### src/rtl/power_pkg.sv
// Shared power-management types: requested power states, sequencer states and
// the mapping of a requested state onto its power class (ON / GATED / OFF).
package power_pkg;

  typedef enum logic [2:0] {
    POWER_ACTIVE           = 3'd0,
    POWER_IDLE             = 3'd1,
    POWER_THERMAL_THROTTLE = 3'd2,
    POWER_SLEEP            = 3'd3,
    POWER_DEEP_SLEEP       = 3'd4
  } power_state_t;

  typedef enum logic [3:0] {
    ST_ON      = 4'd0,
    ST_GATED   = 4'd1,
    ST_OFF     = 4'd2,
    ST_ERR     = 4'd3,
    ST_CLK_OFF = 4'd4,
    ST_ISO     = 4'd5,
    ST_SAVE    = 4'd6,
    ST_PSW_OFF = 4'd7,
    ST_PSW_ON  = 4'd8,
    ST_RESTORE = 4'd9,
    ST_ISO_REL = 4'd10,
    ST_CLK_ON  = 4'd11
  } pwr_seq_state_t;

  typedef logic [1:0] pwr_class_t;

  localparam pwr_class_t PWR_CLASS_ON    = 2'd0;
  localparam pwr_class_t PWR_CLASS_GATED = 2'd1;
  localparam pwr_class_t PWR_CLASS_OFF   = 2'd2;

  function automatic pwr_class_t pwr_class(input power_state_t s);
    case (s)
      POWER_SLEEP:      pwr_class = PWR_CLASS_GATED;
      POWER_DEEP_SLEEP: pwr_class = PWR_CLASS_OFF;
      default:          pwr_class = PWR_CLASS_ON;
    endcase
  endfunction

endpackage

### src/rtl/power_throttle_gen.sv
// Thermal-throttle clock-enable generator: while enabled, emits a one-cycle
// enable every THROTTLE_DIV cycles, starting with the first enabled cycle.
module power_throttle_gen #(
  parameter int unsigned THROTTLE_DIV = 4
) (
  input  logic clk_i,
  input  logic rst_ni,
  input  logic enable_i,
  output logic clk_pulse_o
);

  localparam logic [3:0] CntLast = 4'(THROTTLE_DIV - 1);

  logic [3:0] thr_cnt_q, thr_cnt_d;

  always_comb begin
    thr_cnt_d = 4'd0;
    if (enable_i) begin
      thr_cnt_d = (thr_cnt_q == CntLast) ? 4'd0 : thr_cnt_q + 4'd1;
    end
  end

  always_ff @(posedge clk_i or negedge rst_ni) begin
    if (!rst_ni) begin
      thr_cnt_q <= 4'd0;
    end else begin
      thr_cnt_q <= thr_cnt_d;
    end
  end

  assign clk_pulse_o = (thr_cnt_q == 4'd0);

endmodule

### src/rtl/power_domain_sequencer.sv
// Core power-domain sequencer: walks clock gate, isolation, retention and power
// switch through a handshaked order. Retention steps exist only with POWER_SEQ_RETENTION_EN.
module power_domain_sequencer
  import power_pkg::*;
#(
  parameter int unsigned CLK_SETTLE_CYCLES = 4,
  parameter int unsigned PSW_TIMEOUT       = 256,
  parameter int unsigned THROTTLE_DIV      = 4
) (
  input  logic         clk_i,
  input  logic         rst_ni,
  input  power_state_t target_state_i,
  input  logic         psw_ack_i,
  output logic         clk_en_o,
  output logic         iso_en_o,
  output logic         ret_save_o,
  output logic         ret_restore_o,
  output logic         psw_en_o,
  output power_state_t applied_state_o,
  output logic         seq_busy_o,
  output logic         seq_done_o,
  output logic         seq_error_o
);

`ifdef POWER_SEQ_RETENTION_EN
  localparam bit RetEn = 1'b1;
`else
  localparam bit RetEn = 1'b0;
`endif

  localparam logic [7:0]  SettleLast = 8'(CLK_SETTLE_CYCLES - 1);
  localparam logic [15:0] TmoLast    = 16'(PSW_TIMEOUT - 1);

  pwr_seq_state_t state_q, state_d;
  power_state_t   req_q, req_d, applied_q, applied_d;
  logic [7:0]     settle_q, settle_d;
  logic [15:0]    tmo_q, tmo_d;
  logic           done_q, done_d;
  pwr_class_t     tgt_class, req_class;
  logic           thr_en, thr_pulse;
  logic           from_transient, to_stable;

  always_comb begin
    state_d   = state_q;
    req_d     = req_q;
    applied_d = applied_q;
    settle_d  = 8'd0;
    tmo_d     = 16'd0;
    done_d    = 1'b0;
    tgt_class = pwr_class(target_state_i);
    req_class = pwr_class(req_q);
    case (state_q)
      ST_ON: begin
        if (tgt_class != PWR_CLASS_ON) begin
          req_d   = target_state_i;
          state_d = ST_CLK_OFF;
        end else begin
          applied_d = target_state_i;
        end
      end
      ST_GATED: begin
        if (tgt_class != PWR_CLASS_GATED) begin
          req_d   = target_state_i;
          state_d = (tgt_class == PWR_CLASS_OFF) ? ST_ISO : ST_CLK_ON;
        end
      end
      // ERR only accepts a way back up; OFF-class requests leave it parked
      ST_OFF, ST_ERR: begin
        if (tgt_class != PWR_CLASS_OFF) begin
          req_d   = target_state_i;
          state_d = ST_PSW_ON;
        end
      end
      ST_CLK_OFF: begin
        if (settle_q == SettleLast) begin
          state_d = (req_class == PWR_CLASS_GATED) ? ST_GATED : ST_ISO;
        end else begin
          settle_d = settle_q + 8'd1;
        end
      end
      ST_ISO:  state_d = RetEn ? ST_SAVE : ST_PSW_OFF;
      ST_SAVE: state_d = ST_PSW_OFF;
      // the timeout counter only advances while ack still disagrees with psw_en
      ST_PSW_OFF: begin
        if (!psw_ack_i) begin
          state_d = ST_OFF;
        end else if (tmo_q == TmoLast) begin
          state_d = ST_ERR;
        end else begin
          tmo_d = tmo_q + 16'd1;
        end
      end
      ST_PSW_ON: begin
        if (psw_ack_i) begin
          state_d = RetEn ? ST_RESTORE : ST_ISO_REL;
        end else if (tmo_q == TmoLast) begin
          state_d = ST_ERR;
        end else begin
          tmo_d = tmo_q + 16'd1;
        end
      end
      ST_RESTORE: state_d = ST_ISO_REL;
      ST_ISO_REL: state_d = (req_class == PWR_CLASS_ON) ? ST_CLK_ON : ST_GATED;
      ST_CLK_ON: begin
        if (settle_q == SettleLast) begin
          state_d = ST_ON;
        end else begin
          settle_d = settle_q + 8'd1;
        end
      end
      default: state_d = ST_ON;
    endcase
    from_transient = !(state_q inside {ST_ON, ST_GATED, ST_OFF, ST_ERR});
    to_stable      = state_d inside {ST_ON, ST_GATED, ST_OFF};
    if (from_transient && to_stable) begin
      done_d    = 1'b1;
      applied_d = req_q;
    end
  end

  always_ff @(posedge clk_i or negedge rst_ni) begin
    if (!rst_ni) begin
      state_q   <= ST_ON;
      req_q     <= POWER_ACTIVE;
      applied_q <= POWER_ACTIVE;
      settle_q  <= 8'd0;
      tmo_q     <= 16'd0;
      done_q    <= 1'b0;
    end else begin
      state_q   <= state_d;
      req_q     <= req_d;
      applied_q <= applied_d;
      settle_q  <= settle_d;
      tmo_q     <= tmo_d;
      done_q    <= done_d;
    end
  end

  assign thr_en = (state_q == ST_ON) && (applied_q == POWER_THERMAL_THROTTLE);

  power_throttle_gen #(
    .THROTTLE_DIV(THROTTLE_DIV)
  ) u_throttle (
    .clk_i      (clk_i),
    .rst_ni     (rst_ni),
    .enable_i   (thr_en),
    .clk_pulse_o(thr_pulse)
  );

  always_comb begin
    clk_en_o   = 1'b0;
    iso_en_o   = 1'b0;
    psw_en_o   = 1'b1;
    seq_busy_o = 1'b1;
    case (state_q)
      ST_ON: begin
        clk_en_o   = thr_en ? thr_pulse : 1'b1;
        seq_busy_o = 1'b0;
      end
      ST_GATED: seq_busy_o = 1'b0;
      ST_OFF: begin
        iso_en_o   = 1'b1;
        psw_en_o   = 1'b0;
        seq_busy_o = 1'b0;
      end
      ST_ERR: begin
        iso_en_o   = 1'b1;
        seq_busy_o = 1'b0;
      end
      ST_CLK_OFF: clk_en_o = 1'b0;
      ST_CLK_ON:  clk_en_o = 1'b1;
      ST_PSW_OFF: begin
        iso_en_o = 1'b1;
        psw_en_o = 1'b0;
      end
      ST_ISO, ST_SAVE, ST_PSW_ON, ST_RESTORE, ST_ISO_REL: iso_en_o = 1'b1;
      default: seq_busy_o = 1'b1;
    endcase
  end

  assign ret_save_o      = RetEn && (state_q == ST_SAVE);
  assign ret_restore_o   = RetEn && (state_q == ST_RESTORE);
  assign applied_state_o = applied_q;
  assign seq_done_o      = done_q;
  assign seq_error_o     = (state_q == ST_ERR);

endmodule

### config.mk
export PLATFORM = sky130hd
export DESIGN_NAME = power_domain_sequencer
export DESIGN_NICKNAME = d
export VERILOG_FILES = /design/src/rtl/power_pkg.sv /design/src/rtl/power_throttle_gen.sv /design/src/rtl/power_domain_sequencer.sv
export SDC_FILE = /design/constraint.sdc
export NUM_CORES = 1
export LEC_CHECK = 0
export CAP_MARGIN = 20
export CORE_MARGIN = 3
export CORE_UTILIZATION = 23
export CTS_BUF_LIST = sky130_fd_sc_hd__clkbuf_4 sky130_fd_sc_hd__clkbuf_8
export DETAILED_ROUTE_END_ITERATION = 8
export PLACE_DENSITY = 0.46
export SYNTH_ARGS = -nofsm -noshare
export SYNTH_HDL_FRONTEND = slang
export SYNTH_SLANG_ARGS = --single-unit
### constraint.sdc
create_clock -name clk_i -period 3.1 [get_ports clk_i]
set_input_delay 0.31 -clock clk_i [delete_from_list [all_inputs] [get_ports clk_i]]
set_output_delay 0.31 -clock clk_i [all_outputs]
set_load 0.02 [all_outputs]
# Yosys cells after proc, flatten, opt, wreduce, memory -nomap -nowiden
# Cells that the tools add are included.
# totals
in_bits,6
word_cells,94
regBits,39
out_inout_bits,11
# classes
mux,35
reduce_logical,20
addsub,3
n_eq_ne,29
# ops
operator,n
$mux 16,3
$mux 4,12
$pmux 4 s10,1
$pmux 16 s2,1
$mux 3,7
$add 16x1->16 const B,1
$eq 16x8->1 const B,1
$eq 4x2->1 const B,4
$eq 4x3->1 const B,4
$eq 4x4->1 const B,4
$mux 8,2
$logic_not 4->1,3
$eq 3x2->1 const B,3
$pmux 3 s3,1
$add 8x1->8 const B,1
$eq 4x1->1 const B,2
$eq 8x2->1 const B,1
$ne 2x2->1 const B,4
$pmux 2 s2,2
$reduce_or 2->1,4
$reduce_or 8->1,1
$eq 3x3->1 const B,2
$reduce_bool 3->1,2
$mux 1,5
other kinds (13),16

# Longest topological paths before layout
# depth
depth_word,11
mapped_depth,8
mapped_depth_nobuf,7

# By module
# From an unflattened synthesis, not the netlist that was laid out.
# unflattened
cells_unflattened,229
area_unflattened_um2,2205.9
# by_module_without_submodules
module,seq_area_each_um2,area_each_um2,instances,cells_each
power_domain_sequencer,875.8,2006.9,1,211
power_throttle_gen,100.1,198.9,1,18

# Least setup slack after synthesis
# OpenSTA, ideal clock, no wires.
# synth_path
path_kind,reg-to-reg
from,register settle_q[0]
to,register applied_q[0] (netlist: applied_state_o[0])
setup_time_ps,125
period_less_slack_ps,2566
arrival_ps,2441
required_ps,2975
setup_slack_ps,534
path_stages_with_launch,8
path_buffers,0
cell_sequence,dfrtp_1 > ha_1 > or4b_4 > or4_1 > a32oi_1 > a21boi_2 > nor4b_4 > mux2_2
# synth_via
elab_chain_len,8
elab_cells_between_ends,13
cone_classes,eq/ne (4); mux (4); reduce/logical (5)
# synth_lines
item,line_no,text
start: declaration,power_domain_sequencer.sv:36,"logic [7:0] settle_q, settle_d;"
start signal: assignment,power_domain_sequencer.sv:133,settle_q <= settle_d;
$eq 8x2->1 *,"power_domain_sequencer.sv:75, power_domain_sequencer.sv:105",
"$mux 4, on equally long branches","power_domain_sequencer.sv:105, power_domain_sequencer.sv:75",
$pmux 4 s10 *,power_domain_sequencer.sv:52,case (state_q)
"$eq 4x1->1, or another cell as far along",power_domain_sequencer.sv:114,"to_stable = state_d inside {ST_ON, ST_GATED, ST_OFF};"
$reduce_bool 3->1 *,power_domain_sequencer.sv:114,
$logic_and 1x1->1 *,power_domain_sequencer.sv:115,if (from_transient && to_stable) begin
$ne 2x1->1 (no source line) / $reduce_bool 2->1 (equally long branches),--,
$reduce_and 2->1 (no source line),--,
end signal: assignment,power_domain_sequencer.sv:132,applied_q <= applied_d;
end: declaration,power_domain_sequencer.sv:35,"power_state_t req_q, req_d, applied_q, applied_d;"
# Mark *: on every way between the ends. The rest lies on a longest branch, timed or not.
# A chain may end at the register's enable or synchronous reset.

# Final worst setup path
# layout_path
from,register settle_q[0]
to,register applied_q[2] (netlist: applied_state_o[2])
# Same word-level chain as after synthesis.

==> metrics.cfg <==
[final_layout]
fill_cells=933
layout.cells.non_filler=344
nets=245
antennaDiodeCount=0
design_area_sq_mm=0.00249
seq_area_sq_um=976
final_cell_mix=dfrtp_1 (39), nor2_1 (32), nand2_1 (13), clkdlybuf4s50_1 (13)
final_layout_size_suffix_gt1_share_pct=12.3
syn_to_final_growth_pct=16.6
final_common_cell=dfrtp_1
multiInputGateArea_sq_mm=0.00111

[logic_synthesis]
synthCells=217
synth_xor_area_share_pct=8.22
ys_ff_latch=39
yosysWarnings=0
synth_top_family_by_area=simple AND/OR/NAND/NOR gates
synthAdderAreaFrac_pct=2.35
ys_seq_area_share_pct=45.8
async_reset_ff_share_pct=100
synth.avg_cell_area_sq_um=9.83
synth_edf_count=0
synth_area_sq_mm=0.00213
synth_compound_area_share_pct=8.92
synthSimpleGateAreaFrac_pct=27.3
synth.distinct_cells=48
synth_ff_type=dfrtp_1
synthMuxAreaShare_pct=4.75

[clock_network]
clockBufferDepth=2
clk_latency_ps=280
cts_root_buf=clkbuf_8
ctsHtreeMaxLevel=2
cts_buffers=5
clock-sinks=39
cts_tree=done
cts.hold.buffers_added=0
cts_setup_buffers=0
clkTransAtPathRegs_ps=80
post_cts_resized=0

[route]
drcViolationCount=0
first_iter_violations=63
wl_um=4410
routedWlPerCell_um=12.8
vias=1602
drtAntennaViolNets=0
avgViaCountPerCell=4.66
drtPass1Iterations=4

[floorplan]
die_h_um=102
rows=34
io-pin-count=17
core-area_sq_mm=0.00885
die_area_sq_mm=0.0105
initial_core_util_pct=24.1
die_x_um=102

[placement]
io_buffer_count=14
place_ws_ps=321
post-dp-hpwl_um=3230
dp_cells=336
dpl_cell_area_sq_mm=0.00240
gp_congestion=0.780

[setup_path]
worst_path_max_delay_cell=or4b_4
end_kind=flop
critical_path_class=reg -> reg
max_stage_delay_ps=490
crit_family=simple AND/OR/NAND/NOR gates
critPathLaunchType=flop
critical_path_required_ps=3270
critPathBufInv=0
crit_path_cell_trace=ha_1 > or4b_4 > or4_1 > a32oi_1 > a21boi_2 > nor4b_4 > mux2_2
cp_max_fo=4
critPathArrivalTime_ps=2940

[pwr]
comb_power_share_pct=42.8
swShare_pct=35.8
peakVddDrop_mv=0.188
power_mw=1.75
seqPwrFrac_pct=37.7
p_per_area_mw_per_mm2=705
p_sw_mw=0.627
p_leak_nw=1.04
pwr-share-clk_pct=19.6
internal-power_mw=1.12

[grt]
grt_max_degree=40
grt_pass1_vias=1602
antenna_found_initial=0
grt_pass1_wl_um=7650
grt.overflow.total=0
grtUsageTotal_pct=9.21

[run_status]
status=finished clean

[min_path]
hold_class=in -> async

[timing]
slew_viol_final=0
finClkSkew_ps=7.12
tns_ps=0
finalHoldViolCount=0
finalSetupViolCount=0
finalWorstSetupSlack_ps=326
fin_crit_ps=2770
period_share_pct=89.5
slew-limit-headroom_pct=41.5
fmax_mhz=360
grt_setup_unrepaired=no
tightest_slew_ps=878

[job]
drv_cap=0

==> per-layer routing <==
layer  vias up  global-route usage (%)  routed length, um
li1        801                       -                  -
met1       775                    12.1               2120
met2        19                    14.4               2100
met3         7                    1.64                 70
met4         0                    4.74                116
met5         -                       0                  0
==> worst register-to-register path, stage by stage (launching register included) <==
cell and delay, ps:
dfrtp_1 390, ha_1 240, or4b_4 490, or4_1 440, a32oi_1 160, a21boi_2 220, nor4b_4 350, mux2_2 380
==> cells in the mapped netlist, types with 2 or more instances <==
library cell	instances	area, sq um
and2_1	3	18.8
nor3_1	5	25.0
or4b_2	2	20.0
nor3b_1	3	22.5
o21a_1	2	15.0
nor4_1	3	18.8
or3_1	2	12.5
nor2_1	32	120
buf_4	2	15.0
mux2_2	9	101
nand2b_1	2	12.5
nand3b_1	4	30.0
clkbuf_1	5	18.8
nand3_1	11	55.1
xor2_1	11	96.3
inv_1	4	15.0
and3b_1	2	17.5
dfrtp_1	39	976
o21ai_0	5	25.0
nand4_1	3	18.8
a21oi_1	7	35.0
and3_1	10	62.6
xnor2_1	9	78.8
ha_1	4	50.1
nand2_1	13	48.8
and4_1	2	17.5
o31ai_1	2	15.0
==> sequential cells by signal (all words and copies together) (netlist names) <==
| register | count |
|---|---|
| tmo_q | 16 |
| settle_q | 8 |
| state_q | 4 |
| u_throttle.thr_cnt_q | 4 |
| applied_state_o | 3 |
| req_q | 3 |
| seq_done_o | 1 |
==> logic make-up (layout without fill, tap and decap cells) <==
group                      Yosys count  after routing
and+or+nand+nor                    104            104
DFF                                 39             39
AOI/OAI and AO/OA                   28             28
xor gates and xnor gates            20             20
buffers and inverters               12             30
muxes                                9              9
adders and majority gates            4              4
other                                1              2
==> final cells by class <==
type | count | area share (%)
Multi-Input combinational cell | 167 | 44.5
Sequential cell | 39 | 39.3
Timing Repair Buffer | 18 | 6.64
Tap cell | 108 | 5.44
Clock buffer | 7 | 3.37
Inverter | 4 | 0.604
Clock inverter | 1 | 0.201
==> path summary, 6_finish.rpt <==
check	slack, ps	startpoint	end	depth (start not counted)
worst max-delay path	330	settle_q[0]$_DFF_PN0_	applied_state_o[2]$_DFFE_PN0P_	7
worst min-delay path	140	rst_ni	tmo_q[8]$_DFF_PN0_	1
worst max register to register	330	settle_q[0]$_DFF_PN0_	applied_state_o[2]$_DFFE_PN0P_	7
worst min register to register	470	tmo_q[0]$_DFF_PN0_	tmo_q[0]$_DFF_PN0_	1
max in group asynchronous	2410	rst_ni	seq_done_o$_DFF_PN0_	1
min in group clk_i	470	tmo_q[0]$_DFF_PN0_	tmo_q[0]$_DFF_PN0_	1
==> power groups by stage <==
| stage | Sequential [mW] | Clock [mW] | Combinational, mW |
|---|---|---|---|
| CTS | 0.661 | 0.361 | 0.757 |
| detailed placement | 0.672 | 0 | 0.753 |
| global placement | 0.671 | 0 | 0.764 |
| global route | 0.673 | 0.380 | 0.818 |
| floorplan | 0.677 | 0 | 0.488 |
| finish | 0.660 | 0.343 | 0.749 |
==> per-stage QoR <==
step,utilization [%],hold slack [ps]
3_3_place_gp,27.1,458
4_1_cts,28.1,181
5_1_grt,28.1,218
6_report,28.1,144
2_1_floorplan,-,14.4
3_5_place_dp,27.1,456
Note: power is estimated with default switching activity, not from simulation.
